File: src/rtl/rst_pkg.sv
// Shared encodings for the board reset sequencer: FSM state codes,
// retry counter width/saturation value and a small sizing helper.
package rst_pkg;

  localparam logic [1:0] ST_MMCM_RST  = 2'd0;
  localparam logic [1:0] ST_WAIT_LOCK = 2'd1;
  localparam logic [1:0] ST_HOLD      = 2'd2;
  localparam logic [1:0] ST_RUN       = 2'd3;

  localparam int              RETRY_W   = 4;
  localparam logic [RETRY_W-1:0] RETRY_MAX = 4'd15;

  // Largest of three cycle counts; sizes the shared FSM counter.
  function automatic int max3(input int a, input int b, input int c);
    int m;
    m = a;
    if (b > m) m = b;
    if (c > m) m = c;
    return m;
  endfunction

endpackage

File: src/rtl/rst_sequencer_sync2.sv
// Two-flop synchroniser with a configurable reset level, so idle-high
// inputs (active-low button) do not look asserted straight out of reset.
module sync2 #(
  parameter logic RST_VAL = 1'b0
) (
  input  logic clk,
  input  logic rst,
  input  logic d,
  output logic q
);

  logic r_meta;
  logic r_sync;

  // Two-stage capture of the asynchronous input.
  always_ff @(posedge clk or posedge rst) begin
    if (rst) begin
      r_meta <= RST_VAL;
      r_sync <= RST_VAL;
    end else begin
      r_meta <= d;
      r_sync <= r_meta;
    end
  end

  assign q = r_sync;

endmodule

File: src/rtl/rst_sequencer.sv
// Board reset sequencer: pulses the MMCM reset, waits for lock (with
// retry on timeout), requires lock to hold for a while, then releases
// the core reset. Button presses and the external pin restart the
// sequence. The state output exposes the FSM for observation.
module rst_sequencer
  import rst_pkg::*;
#(
  parameter int DEBOUNCE_CYCLES  = 500000,
  parameter int MMCM_RST_CYCLES  = 16,
  parameter int LOCK_TIMEOUT     = 5000000,
  parameter int POST_LOCK_CYCLES = 256
) (
  input  logic               clk,
  input  logic               rst,
  input  logic               btn_n,
  input  logic               ext_rst,
  input  logic               mmcm_locked,
  output logic               mmcm_rst,
  output logic               core_rst_n,
  output logic [1:0]         state,
  output logic [RETRY_W-1:0] retry_cnt
);

  localparam int CNT_W = $clog2(max3(MMCM_RST_CYCLES, LOCK_TIMEOUT, POST_LOCK_CYCLES)) + 1;
  localparam int DB_W  = $clog2(DEBOUNCE_CYCLES) + 1;

  localparam logic [CNT_W-1:0] MR_LAST = CNT_W'(MMCM_RST_CYCLES - 1);
  localparam logic [CNT_W-1:0] LT_LAST = CNT_W'(LOCK_TIMEOUT - 1);
  localparam logic [CNT_W-1:0] PL_LAST = CNT_W'(POST_LOCK_CYCLES - 1);
  localparam logic [DB_W-1:0]  DB_LAST = DB_W'(DEBOUNCE_CYCLES - 1);

  logic w_btn_sync;
  logic w_ext_sync;
  logic w_locked_sync;
  logic w_press;
  logic w_restart_req;

  logic [DB_W-1:0]    r_db_cnt;
  logic [1:0]         r_state;
  logic [CNT_W-1:0]   r_cnt;
  logic [RETRY_W-1:0] r_retry;
  logic               r_mmcm_rst;
  logic               r_core_rst_n;

  logic [1:0]         w_next_state;
  logic [CNT_W-1:0]   w_next_cnt;
  logic               w_retry_inc;

  sync2 #(.RST_VAL(1'b1)) u_sync_btn (.clk(clk), .rst(rst), .d(btn_n),       .q(w_btn_sync));
  sync2 #(.RST_VAL(1'b0)) u_sync_ext (.clk(clk), .rst(rst), .d(ext_rst),     .q(w_ext_sync));
  sync2 #(.RST_VAL(1'b0)) u_sync_lck (.clk(clk), .rst(rst), .d(mmcm_locked), .q(w_locked_sync));

  // Debounce: count consecutive low samples, saturating one short of the
  // threshold; the press is the threshold-th consecutive low sample and
  // stays asserted while the button remains low.
  always_ff @(posedge clk or posedge rst) begin
    if (rst) begin
      r_db_cnt <= '0;
    end else if (w_btn_sync) begin
      r_db_cnt <= '0;
    end else if (r_db_cnt != DB_LAST) begin
      r_db_cnt <= r_db_cnt + DB_W'(1);
    end
  end

  assign w_press       = !w_btn_sync && (r_db_cnt == DB_LAST);
  assign w_restart_req = w_press || w_ext_sync;

  // Next-state and shared-counter decode; restart wins over everything.
  always_comb begin
    w_next_state = r_state;
    w_next_cnt   = r_cnt + CNT_W'(1);
    w_retry_inc  = 1'b0;
    case (r_state)
      ST_MMCM_RST: begin
        if (w_restart_req) begin
          w_next_cnt = '0;
        end else if (r_cnt == MR_LAST) begin
          w_next_state = ST_WAIT_LOCK;
          w_next_cnt   = '0;
        end
      end
      ST_WAIT_LOCK: begin
        if (w_restart_req) begin
          w_next_state = ST_MMCM_RST;
          w_next_cnt   = '0;
        end else if (w_locked_sync) begin
          w_next_state = ST_HOLD;
          w_next_cnt   = '0;
        end else if (r_cnt == LT_LAST) begin
          w_next_state = ST_MMCM_RST;
          w_next_cnt   = '0;
          w_retry_inc  = 1'b1;
        end
      end
      ST_HOLD: begin
        if (w_restart_req || !w_locked_sync) begin
          w_next_state = ST_MMCM_RST;
          w_next_cnt   = '0;
        end else if (r_cnt == PL_LAST) begin
          w_next_state = ST_RUN;
          w_next_cnt   = '0;
        end
      end
      ST_RUN: begin
        // Counter parked at zero in RUN so it never wraps.
        w_next_cnt = '0;
        if (w_restart_req || !w_locked_sync) begin
          w_next_state = ST_MMCM_RST;
        end
      end
      default: begin
        w_next_state = ST_MMCM_RST;
        w_next_cnt   = '0;
      end
    endcase
  end

  // State, counter and outputs decoded from the next state so they move together.
  always_ff @(posedge clk or posedge rst) begin
    if (rst) begin
      r_state      <= ST_MMCM_RST;
      r_cnt        <= '0;
      r_mmcm_rst   <= 1'b1;
      r_core_rst_n <= 1'b0;
    end else begin
      r_state      <= w_next_state;
      r_cnt        <= w_next_cnt;
      r_mmcm_rst   <= (w_next_state == ST_MMCM_RST);
      r_core_rst_n <= (w_next_state == ST_RUN);
    end
  end

  // Lock-timeout retry count; survives restarts, saturates at the max.
  always_ff @(posedge clk or posedge rst) begin
    if (rst) begin
      r_retry <= '0;
    end else if (w_retry_inc && (r_retry != RETRY_MAX)) begin
      r_retry <= r_retry + RETRY_W'(1);
    end
  end

  assign mmcm_rst   = r_mmcm_rst;
  assign core_rst_n = r_core_rst_n;
  assign state      = r_state;
  assign retry_cnt  = r_retry;

endmodule

File: config.mk
export PLATFORM = sky130hd
export DESIGN_NAME = rst_sequencer
export DESIGN_NICKNAME = d
export VERILOG_FILES = /design/src/rtl/rst_pkg.sv /design/src/rtl/rst_sequencer_sync2.sv /design/src/rtl/rst_sequencer.sv
export SDC_FILE = /design/constraint.sdc
export NUM_CORES = 1
export LEC_CHECK = 0
export CORE_MARGIN = 2
export CORE_UTILIZATION = 55
export DETAILED_ROUTE_END_ITERATION = 6
export GPL_TIMING_DRIVEN = 0
export PLACE_DENSITY = 0.73
export REMOVE_ABC_BUFFERS = 1
export SLEW_MARGIN = 25
export SYNTH_ARGS = -nofsm -noshare
export SYNTH_HDL_FRONTEND = slang
export SYNTH_HIERARCHICAL = 1
export SYNTH_SLANG_ARGS = --single-unit
File: constraint.sdc
create_clock -name clk -period 3.1 [get_ports clk]
set_clock_uncertainty 0.05 [all_clocks]
set_input_delay 0.31 -clock clk [delete_from_list [all_inputs] [get_ports clk]]
set_output_delay 0.31 -clock clk [all_outputs]
set_load 0.01 [all_outputs]
Word-level counts from Yosys, hierarchy flattened
Index checks and enable logic that the tools add are counted.

word-level totals
  register bits after elaboration = 58
  input bits = 5
  output and inout bits = 8
  logic and storage cells = 57

cells by class
  $add $sub $neg = 3
  equality and inequality tests = 10
  muxes and demuxes = 23
  reduce and logical (&&, ||, !) cells = 9

operator list
  kind                   count
  $mux 24                7
  $pmux 24 s4            1
  $mux 20                2
  $add 24x1->24 const B  1
  $eq 24x23->1 const B   1
  $eq 24x4->1 const B    1
  $eq 24x8->1 const B    1
  $add 20x1->20 const B  1
  $eq 20x19->1 const B   1
  $ne 20x19->1 const B   1
  $mux 2                 8
  $pmux 2 s4             1
  $eq 2x2->1 const B     3
  $add 4x1->4 const B    1
  $logic_not 2->1        2
  $mux 1                 4
  $ne 4x4->1 const B     1
  $eq 2x1->1 const B     1
  $logic_and 1x1->1      2
  $logic_not 1->1        2
  $logic_or 1x1->1       2
  $reduce_bool 2->1      1

Logic depth before layout (Yosys ltp)
Gate-level depths: netlist of run 1.

  depth after elaboration = 7
  mapped depth = 7
  mapped depth without buffers = 6

Hierarchy
Netlist of run 1, hierarchy kept.

modules (own cells, without submodules)
  module                  instances  cells an instance  area an instance (µm²)  seq. area each (µm²)
  rst_sequencer           1          278                2810.2                  1302.5
  sync2 (u_sync_ext ...)  2          3                  53.8                    50.0
  sync2 (u_sync_btn)      1          3                  56.3                    52.6

Least setup slack after synthesis of run 1
No wires, ideal clock.

  path kind = reg-to-reg
  start point = reg r_db_cnt[0]
  end point = reg r_retry[1] (netlist: retry_cnt[1])
  library setup time = 128 ps
  arrival time = 1781 ps
  required time = 2922 ps
  setup slack = 1141 ps
  stages on the path, launching flop included = 7
  path buffers = 0
  period minus slack after synthesis = 1959 ps
  cells stage by stage = dfrtp_1 -> ha_1 -> nand4_1 -> or2_2 -> o31a_1 -> nand3_1 -> mux2_1

between the ends
  longest elaborated chain between the ends = 6

ends and longest elaborated chain
  item                    line                  source
  from (decl)             rst_sequencer.sv:38   logic [DB_W-1:0] r_db_cnt;
  from (signal assigned)  rst_sequencer.sv:62   r_db_cnt <= r_db_cnt + DB_W'(1);
  $eq 20x19->1            rst_sequencer.sv:66   assign w_press = !w_btn_sync && (r_db_cnt == DB_LAST);
  $logic_and 1x1->1       rst_sequencer.sv:66
  $logic_or 1x1->1        rst_sequencer.sv:67   assign w_restart_req = w_press || w_ext_sync;
  $mux 1                  rst_sequencer.sv:84   if (w_restart_req) begin
  $mux 1                  rst_sequencer.sv:74   case (r_state)
  $logic_and 1x1->1       rst_sequencer.sv:138  end else if (w_retry_inc && (r_retry != RETRY_MAX)) begin
  to (signal assigned)    rst_sequencer.sv:139  r_retry <= r_retry + RETRY_W'(1);
  to (decl)               rst_sequencer.sv:41   logic [RETRY_W-1:0] r_retry;

No other way between the ends.
A chain may end at the register's enable or synchronous reset.

Worst setup path in the final report of run 1
  start point = reg r_cnt[10]
  end point = reg r_retry[2] (netlist: retry_cnt[2])

between the ends
  longest elaborated chain between the ends = 6

ends and longest elaborated chain
  item                    line                  source
  from (decl)             rst_sequencer.sv:40   logic [CNT_W-1:0] r_cnt;
  from (signal assigned)  rst_sequencer.sv:128  r_cnt <= w_next_cnt;
  $eq 24x23->1            rst_sequencer.sv:90   end else if (r_cnt == LT_LAST) begin
  $mux 1                  rst_sequencer.sv:90
  $mux 1                  rst_sequencer.sv:87   end else if (w_locked_sync) begin
  $mux 1                  rst_sequencer.sv:84
  $mux 1                  rst_sequencer.sv:74
  $logic_and 1x1->1       rst_sequencer.sv:138

No other way between the ends.

==> results.json, run 1 <==
{
  "status": "complete, no violations",
  "synth_top_cell_by_area": "dfrtp_1",
  "drive_gt1_share_pct": 16.1,
  "pre_cts_slack_ps": 841,
  "drc": 0,
  "period_minus_slack_ps": 2270,
  "num_antenna_cells": 0,
  "rows": 26,
  "crit_arrival_ps": 2440,
  "worstSkewPairLatency_ps": 340,
  "ff2ff_setup_slack_ps": 830,
  "total_power_mw": 1.42,
  "met1_usage_pct": 25.7,
  "switchingPower_mw": 0.323,
  "place_area_um2": 3160,
  "worst_pin_slew_ps": 878,
  "synth_top_area_share_pct": 46.3,
  "routedWlPerCell_um": 14.3,
  "synth_edf_count": 0,
  "synth_ff_type": "dfrtp_1",
  "numCtsBuffers": 9,
  "gp_congestion": 0.785,
  "path_cells": "nor4_1 > nand3b_1 > nor4_1 > nand4_1 > xnor2_1",
  "first_global_vias": 2117,
  "worstReg2RegEnd": "retry_cnt[2]",
  "die_area_um2": 6010,
  "synth.area.top_cells": "dfrtp_1 (46%), xor2_1 (7.4%), xnor2_1 (5.0%), nor2_2 (4.2%), nor2_1 (4.0%)",
  "dp_hpwl_mm": 3.81,
  "drt-initial-drc-count": 96,
  "holdWs_ps": 200,
  "cts_resized": 0,
  "antenna_found_initial": 0,
  "htreeDepth": 3,
  "placedCellCount": 364,
  "path_class": "register to register",
  "drv_slew": 0,
  "critPathMaxStageDelay_ps": 630,
  "crit_fanout": 6,
  "ys_seq_area_share_pct": 48.9,
  "coreArea_um2": 5170,
  "yosys_warnings": 6,
  "internal_power_mw": 1.09,
  "peakVddDrop_uv": 329,
  "fin_crit_sh_pct": 73.1,
  "p_leak_nw": 1.39,
  "startpoint_type": "register",
  "start_util_pct": 57.5,
  "areaGrowthSynthToFinish_pct": 11.7,
  "synth.cell_area_um2": 2970,
  "ioPinCount": 13,
  "stdcell_area_um2": 3320,
  "rsz0062_at_grt": "false",
  "wirelength_mm": 5.43,
  "tns_ps": 0,
  "cts_root_buffer": "clkbuf_8",
  "cp_top_family": "simple AND/OR/NAND/NOR gates",
  "worst-path-buf-inv": 0,
  "die_w_um": 77.5,
  "drt_pass1_iterations": 4,
  "fin_ws_ps": 833,
  "seqPwrFrac_pct": 55.2,
  "crit_path_end_kind": "register",
  "die_h_um": 77.5,
  "met2_usage_pct": 33.0,
  "synth_commonest_cells": "dfrtp_1 (55), nor2_1 (32), xor2_1 (25)",
  "max_cap_viol_count": 0,
  "ant_nets": 0,
  "cp.required_ps": 3270,
  "instances_no_fill": 380,
  "relSlewSlack_pct": 41.0,
  "hold_violations": 0,
  "cts_tree": "built",
  "powerDensity_nw_per_um2": 427,
  "hold_path_class": "input pin to async pin",
  "layout.nets": 313,
  "via_per_inst": 5.39,
  "utilization_pct": 64.2,
  "yosysUniqueCellTypes": 48,
  "switching_share_pct": 22.8,
  "ff2ff_path_depth": 5,
  "ys_seq_elements": 58,
  "postSynthAreaPerCell_um2": 10.4,
  "finalSetupViolCount": 0,
  "grt_use_total_pct": 20.5,
  "syn-instance-count": 287,
  "hold_buffers": 0,
  "ctsLongestPathBuffers": 2,
  "clkTransAtPathRegs_ps": 60,
  "worst_path_max_delay_cell": "nor4_1",
  "grt_max_degree": 53,
  "cp_common_cell": "nor4_1",
  "yosysMostFrequentCell": "dfrtp_1",
  "comb_power_share_pct": 3.6,
  "r2r-start": "r_cnt[10]",
  "cts_setup_buffers": 0,
  "synth_async_sr_flop_share_pct": 100,
  "p_clk_share_pct": 41.2,
  "busiest_layer": "met2",
  "max_freq_mhz": 441,
  "grt_first_pass_wirelength_mm": 9.56,
  "vias": 2049,
  "io_buffers": 12,
  "cts.sinks": 58,
  "grt_overflow": 0,
  "met3_usage_pct": 7.67
}
==> routing by layer <==
layer	vias to the layer above	share of wire [%]	wire length, µm
met5	-	0	0
met3	8	2.9	157
li1	1037	-	-
met2	19	48	2630
met4	0	1.3	70
met1	985	47	2570
==> kinds of logic after synthesis <==
group / Yosys count / synth area share (%)
simple gates: 150 / 29.4
xor+xnor: 42 / 12.4
compound gates: 17 / 4.59
flops: 58 / 48.9
fa+ha+maj: 3 / 1.26
buf+inv: 15 / 2.69
mux: 2 / 0.715
==> worst max path at each step <==
stage | from | endpoint | slack (ps) | depth (start not counted)
final | r_cnt[10] | retry_cnt[2] | 830 | 5
after global routing | r_cnt[10] | retry_cnt[3] | 600 | 5
after CTS | r_cnt[0] | r_cnt[20] | 860 | 6
after detailed placement | r_cnt[0] | r_cnt[20] | 840 | 6
after global placement | r_cnt[0] | r_cnt[14] | 270 | 6
after floorplan | r_cnt[0] | r_cnt[13] | 710 | 6
==> flip-flops by register name (all words and copies together), names as in the netlist, 2 cells and up <==
name / count
state: 2
retry_cnt: 4
r_db_cnt: 20
r_cnt: 24
==> power groups by stage <==
stage	Combinational (mW)	Sequential, mW	Clock, mW
after floorplan	0.0341	0.792	0
after global placement	0.0483	0.795	0
after detailed placement	0.0528	0.796	0
after CTS	0.0532	0.782	0.602
after global routing	0.0587	0.783	0.639
final	0.0515	0.782	0.583
==> placed cells by master (no fill, tap or decap), types with 4 or more instances in the layout <==
cell type	count
xnor2_1	17
xor2_1	25
nand4_1	14
and3_1	9
nor4_1	6
clkdlybuf4s50_1	12
nor2_2	20
clkbuf_8	10
dfrtp_1	55
nand3_1	17
inv_1	7
nor3_1	8
nor2_1	32
nand2_1	14
a21oi_1	4
and4_1	6
==> cell type report <==
| class | count | area, µm² |
|---|---|---|
| clock buffer | 13 | 149 |
| clock inverter | 3 | 15.0 |
| fill | 399 | 1850 |
| inverter | 8 | 32.5 |
| multi-input combinational | 214 | 1440 |
| sequential | 58 | 1460 |
| tap | 70 | 87.6 |
| timing repair buffer | 14 | 143 |
Power figures use the tool's default switching activity.
==> run 2: changes to the inputs <==
Settings changed: CORE_UTILIZATION 55 to 54, PLACE_DENSITY 0.73 to 0.75.
Clock period 3.1 ns to 1.9 ns, I/O delays scaled along.
==> run 2 against run 1 <==
Net effect:
- routed wire length rose by 16%
- critical path type unchanged
- first-iteration DRC count up 24%
- largest cell class is now multi-input combinational cells
- sequential power rose by 64%
- the flow now finishes with violations (setup timing)
- fmax up 18%
- hold slack lost 110 ps
- critical path depth stayed put
- largest power group is now clock
- combinational power is 140% higher
- global-route usage rose by 1.7 points
- worst setup slack lost 850 ps
- critical endpoint unchanged
==> results.json, run 2 (synthesized netlist as in run 1, its figures left out) <==
{
  "finalSetupViolCount": 9,
  "seqPwrFrac_pct": 45.1,
  "nFillCells": 395,
  "crit_arrival_ps": 2090,
  "final_cell_mix": "dfrtp_1 (46), nor2_1 (31), xor2_1 (25), buf_4 (22), nor2_2 (21)",
  "ioPinCount": 13,
  "startpoint_type": "register",
  "placedCellCount": 366,
  "cts_root_buffer": "clkbuf_8",
  "drt_pass1_iterations": 4,
  "hold_path_class": "input pin to async pin",
  "grt_use_total_pct": 22.2,
  "powerDensity_nw_per_um2": 757,
  "worstSkewPairLatency_ps": 340,
  "num_antenna_cells": 0,
  "ant_nets": 0,
  "period_minus_slack_ps": 1920,
  "max_freq_mhz": 521,
  "die_w_um": 78.2,
  "switching_share_pct": 20.4,
  "crit_fanout": 5,
  "drive_gt1_share_pct": 29.1,
  "dp_hpwl_mm": 3.81,
  "vias": 2307,
  "cp.required_ps": 2080,
  "cts_tree": "built",
  "instances_no_fill": 405,
  "wirelength_mm": 6.30,
  "cts.sinks": 58,
  "htreeDepth": 3,
  "p_leak_nw": 1.59,
  "utilization_pct": 69.1,
  "gp_congestion": 0.835,
  "rsz0062_at_grt": "true",
  "stdcell_area_um2": 3730,
  "status": "complete, but fails checks",
  "start_util_pct": 55.0,
  "tns_ps": -49.4,
  "fin_ws_ps": -18.0,
  "first_global_vias": 2260,
  "hold_buffers": 0,
  "drt-initial-drc-count": 119,
  "via_per_inst": 5.70,
  "crit_path_end_kind": "register",
  "comb_power_share_pct": 4.4,
  "violations": "setup timing",
  "p_clk_share_pct": 50.5,
  "io_buffers": 12,
  "die_h_um": 78.2,
  "grt_overflow": 0,
  "ctsLongestPathBuffers": 2,
  "regMostFlops": "r_cnt",
  "peakVddDrop_uv": 460,
  "clkTransAtPathRegs_ps": 70,
  "hold_violations": 0,
  "fin_crit_sh_pct": 101,
  "place_area_um2": 3160,
  "numCtsBuffers": 9,
  "rows": 27,
  "switchingPower_mw": 0.577,
  "drv_slew": 0,
  "worst_pin_slew_ps": 626,
  "drc": 0,
  "largest_reg_flops": 24,
  "die_area_um2": 6120,
  "internal_power_mw": 2.25,
  "antenna_found_initial": 0,
  "coreArea_um2": 5410,
  "routedWlPerCell_um": 15.6,
  "path_class": "register to register",
  "relSlewSlack_pct": 58.3,
  "grt_first_pass_wirelength_mm": 10.4,
  "layout.nets": 336,
  "grt_max_degree": 53,
  "max_cap_viol_count": 0,
  "final_common_cell": "dfrtp_1",
  "areaGrowthSynthToFinish_pct": 25.5
}
## run 2: final cells by class
type | instances | area (µm²) | share of cell area, %
clock buffer | 11 | 151 | 4.06
clock inverter | 5 | 100 | 2.68
inverter | 8 | 32.5 | 0.872
multi-input combinational | 214 | 1560 | 41.7
sequential | 58 | 1470 | 39.3
tap | 72 | 90.1 | 2.41
timing repair buffer | 37 | 337 | 9.02
## run 2: worst max-delay path, cell delays in order (launching register included)
cell      delay (ps)
dfrtp_2          450
nor4_4           330
nand3b_1         180
nor4_2           450
nand4_1          190
xnor2_1          160
## run 2: power by group through the flow
| stage | logic, mW | registers, mW | clock network [mW] |
|---|---|---|---|
| after global placement | 0.0783 | 1.30 | 0 |
| after CTS | 0.118 | 1.27 | 1.44 |
| final | 0.123 | 1.28 | 1.43 |
| after global routing | 0.135 | 1.28 | 1.51 |
| after detailed placement | 0.0873 | 1.30 | 0 |
| after floorplan | 0.0556 | 1.29 | 0 |
## run 2: metal layers
layer	share of wire [%]	track usage (%)	up-vias
met1	44	28.8	1160
met4	2.1	7.72	0
met2	50	35.8	40
li1	-	-	1091
met3	3.1	6.21	16
met5	0	0	-
## run 2: path summary, 6_finish.rpt
kind | startpoint | end | slack, ps | depth (start not counted)
max in group asynchronous | rst | r_db_cnt[7] | 1030 | 2
hold / removal | rst | u_sync_lck/r_meta | 90 | 2
setup / recovery | r_cnt[15] | retry_cnt[2] | -20 | 5
min in group clk | btn_n | u_sync_btn/r_meta | 210 | 1
setup reg to reg | r_cnt[15] | retry_cnt[2] | -20 | 5
hold reg to reg | u_sync_lck/r_meta | u_sync_lck/q | 300 | 0
## run 2: through the flow
| step | setup slack, ps | hold slack (ps) | power [mW] |
|---|---|---|---|
| floorplan | -488 | -119 | 1.35 |
| global placement | -926 | 284 | 1.38 |
| detailed placement | -328 | 286 | 1.39 |
| CTS | 0.850 | 83.8 | 2.83 |
| global route | -99.3 | 118 | 2.92 |
| finish | -18.0 | 88.0 | 2.82 |
## run 2: what timing repair did
| action | in CTS | in global routing |
|---|---|---|
| setup buffers | 9 | 14 |
| resized for setup | 17 | 13 |
| endpoints found under the setup margin | 30 | 30 |
| pin swaps | 8 | 13 |
==> run 3: changes to the inputs <==
--- a/config.mk
+++ b/config.mk
@@ -7,2 +7,3 @@
 export LEC_CHECK = 0
+export CORE_ASPECT_RATIO = 0.8
 export CORE_MARGIN = 2
--- a/constraint.sdc
+++ b/constraint.sdc
@@ -4,2 +4,2 @@
 set_output_delay 0.19 -clock clk [all_outputs]
-set_load 0.01 [all_outputs]
+set_load 0.005 [all_outputs]
==> run 3 against run 2 <==
Net effect:
- the run still ends with setup timing left
- sequential power barely moved
- via count fell by 2.3%
- core utilization rose by 0.22 points
- largest cell class unchanged
==> results.json, run 3 (synthesized netlist as in run 1, its figures left out) <==
{
  "startpoint_type": "register",
  "status": "complete, but fails checks",
  "antenna_found_initial": 0,
  "grt_first_pass_wirelength_mm": 10.3,
  "wirelength_mm": 6.15,
  "crit_path_end_kind": "register",
  "peakVddDrop_uv": 598,
  "hold_buffers": 0,
  "fin_crit_sh_pct": 101,
  "num_antenna_cells": 0,
  "crit_fanout": 6,
  "worst_pin_slew_ps": 636,
  "drv_slew": 0,
  "die_h_um": 70.4,
  "hold_path_class": "input pin to async pin",
  "worstReg2RegEnd": "r_cnt[11]",
  "coreArea_um2": 5380,
  "numCtsBuffers": 9,
  "ff2ff_setup_slack_ps": -20,
  "path_class": "register to register",
  "largest_reg_flops": 24,
  "ioPinCount": 13,
  "drt-initial-drc-count": 170,
  "rows": 24,
  "crit_arrival_ps": 2100,
  "vias": 2255,
  "worstSkewPairLatency_ps": 340,
  "cts.sinks": 58,
  "dp_hpwl_mm": 3.82,
  "grt_use_total_pct": 21.8,
  "rsz0062_at_grt": "true",
  "gp_congestion": 0.801,
  "io_buffers": 12,
  "drc": 0,
  "first_global_vias": 2156,
  "total_power_mw": 2.58,
  "start_util_pct": 55.3,
  "areaGrowthSynthToFinish_pct": 25.2,
  "htreeDepth": 3,
  "via_per_inst": 5.65,
  "finalSetupViolCount": 15,
  "die_w_um": 87.0,
  "max_freq_mhz": 521,
  "fin_ws_ps": -20.9,
  "pre_cts_slack_ps": -403,
  "routedWlPerCell_um": 15.4,
  "cts_tree": "built",
  "r2r-start": "r_cnt[0]",
  "ant_nets": 0,
  "p_leak_nw": 1.56,
  "final_common_cell": "dfrtp_1",
  "die_area_um2": 6120,
  "period_minus_slack_ps": 1920,
  "violations": "setup timing",
  "powerDensity_nw_per_um2": 692,
  "max_cap_viol_count": 0,
  "ctsLongestPathBuffers": 2,
  "instances_no_fill": 399,
  "final_cell_mix": "dfrtp_1 (44), nor2_1 (32), xor2_1 (25), nor2_2 (20), buf_4 (20)",
  "nFillCells": 402,
  "regMostFlops": "r_cnt",
  "clkTransAtPathRegs_ps": 60,
  "ff2ff_path_depth": 8,
  "placedCellCount": 359,
  "grt_max_degree": 53,
  "hold_violations": 0,
  "drive_gt1_share_pct": 29.9,
  "cp.required_ps": 2080,
  "drt_pass1_iterations": 4,
  "relSlewSlack_pct": 57.6,
  "grt_overflow": 0,
  "cts_root_buffer": "clkbuf_8",
  "layout.nets": 337
}
[run 3: final cells by class]
cell class                      count  area [µm²]  share of cell area [%]
Multi-Input combinational cell    214        1570                    42.2
Sequential cell                    58        1470                    39.4
Timing Repair Buffer               38         360                    9.68
Clock buffer                       14         173                    4.64
Tap cell                           65        81.3                    2.18
Clock inverter                      2        35.0                   0.941
Inverter                            8        32.5                   0.874
[run 3: worst max-delay path: stages, from the launching register on]
cell	delay, ps
dfrtp_1	400
ha_4	190
nand4_1	120
and4bb_1	350
a211oi_2	90
o31ai_4	230
buf_6	180
clkbuf_16	160
nor2_2	40
[run 3: per-stage QoR]
stage / util, % / hold slack, ps / cell area, µm² / setup TNS (ps)
6_report: 69.3 / 86.9 / 3720 / -139
5_1_grt: 69.3 / 108 / 3720 / -2030
4_1_cts: 65.8 / 71.1 / 3540 / 0
3_5_place_dp: 58.7 / 285 / 3150 / -9380
3_3_place_gp: 58.1 / 283 / 3130 / -56340
2_1_floorplan: - / -119 / 2920 / -10720
[run 3: repair_timing]
item	4_1_cts	5_1_grt
resized for setup	22	16
setup endpoints to repair	28	28
buffers inserted	9	13
pin swaps	6	13
cloned	1	1
[run 3: power breakdown]
part | switching, mW | internal [mW]
Combinational | 0.0697 | 0.0604
Sequential | 0.0225 | 1.25
Clock | 0.458 | 0.712
Total | 0.550 | 2.03
[run 3: how the worst max path moves through the flow]
stage | end | slack, ps | from
CTS | r_cnt[7] | 0.3 | r_cnt[15]
detailed placement | r_cnt[14] | -400 | r_cnt[0]
global placement | r_cnt[15] | -950 | r_cnt[0]
finish | r_cnt[11] | -20 | r_cnt[0]
floorplan | r_cnt[13] | -490 | r_cnt[0]
global route | r_cnt[3] | -100 | r_cnt[0]
[run 3: layer usage]
layer	routed length, µm	track usage (%)
met5	0	0
met1	3080	31.7
met2	2760	29.9
met3	251	7.57
met4	59	7.64
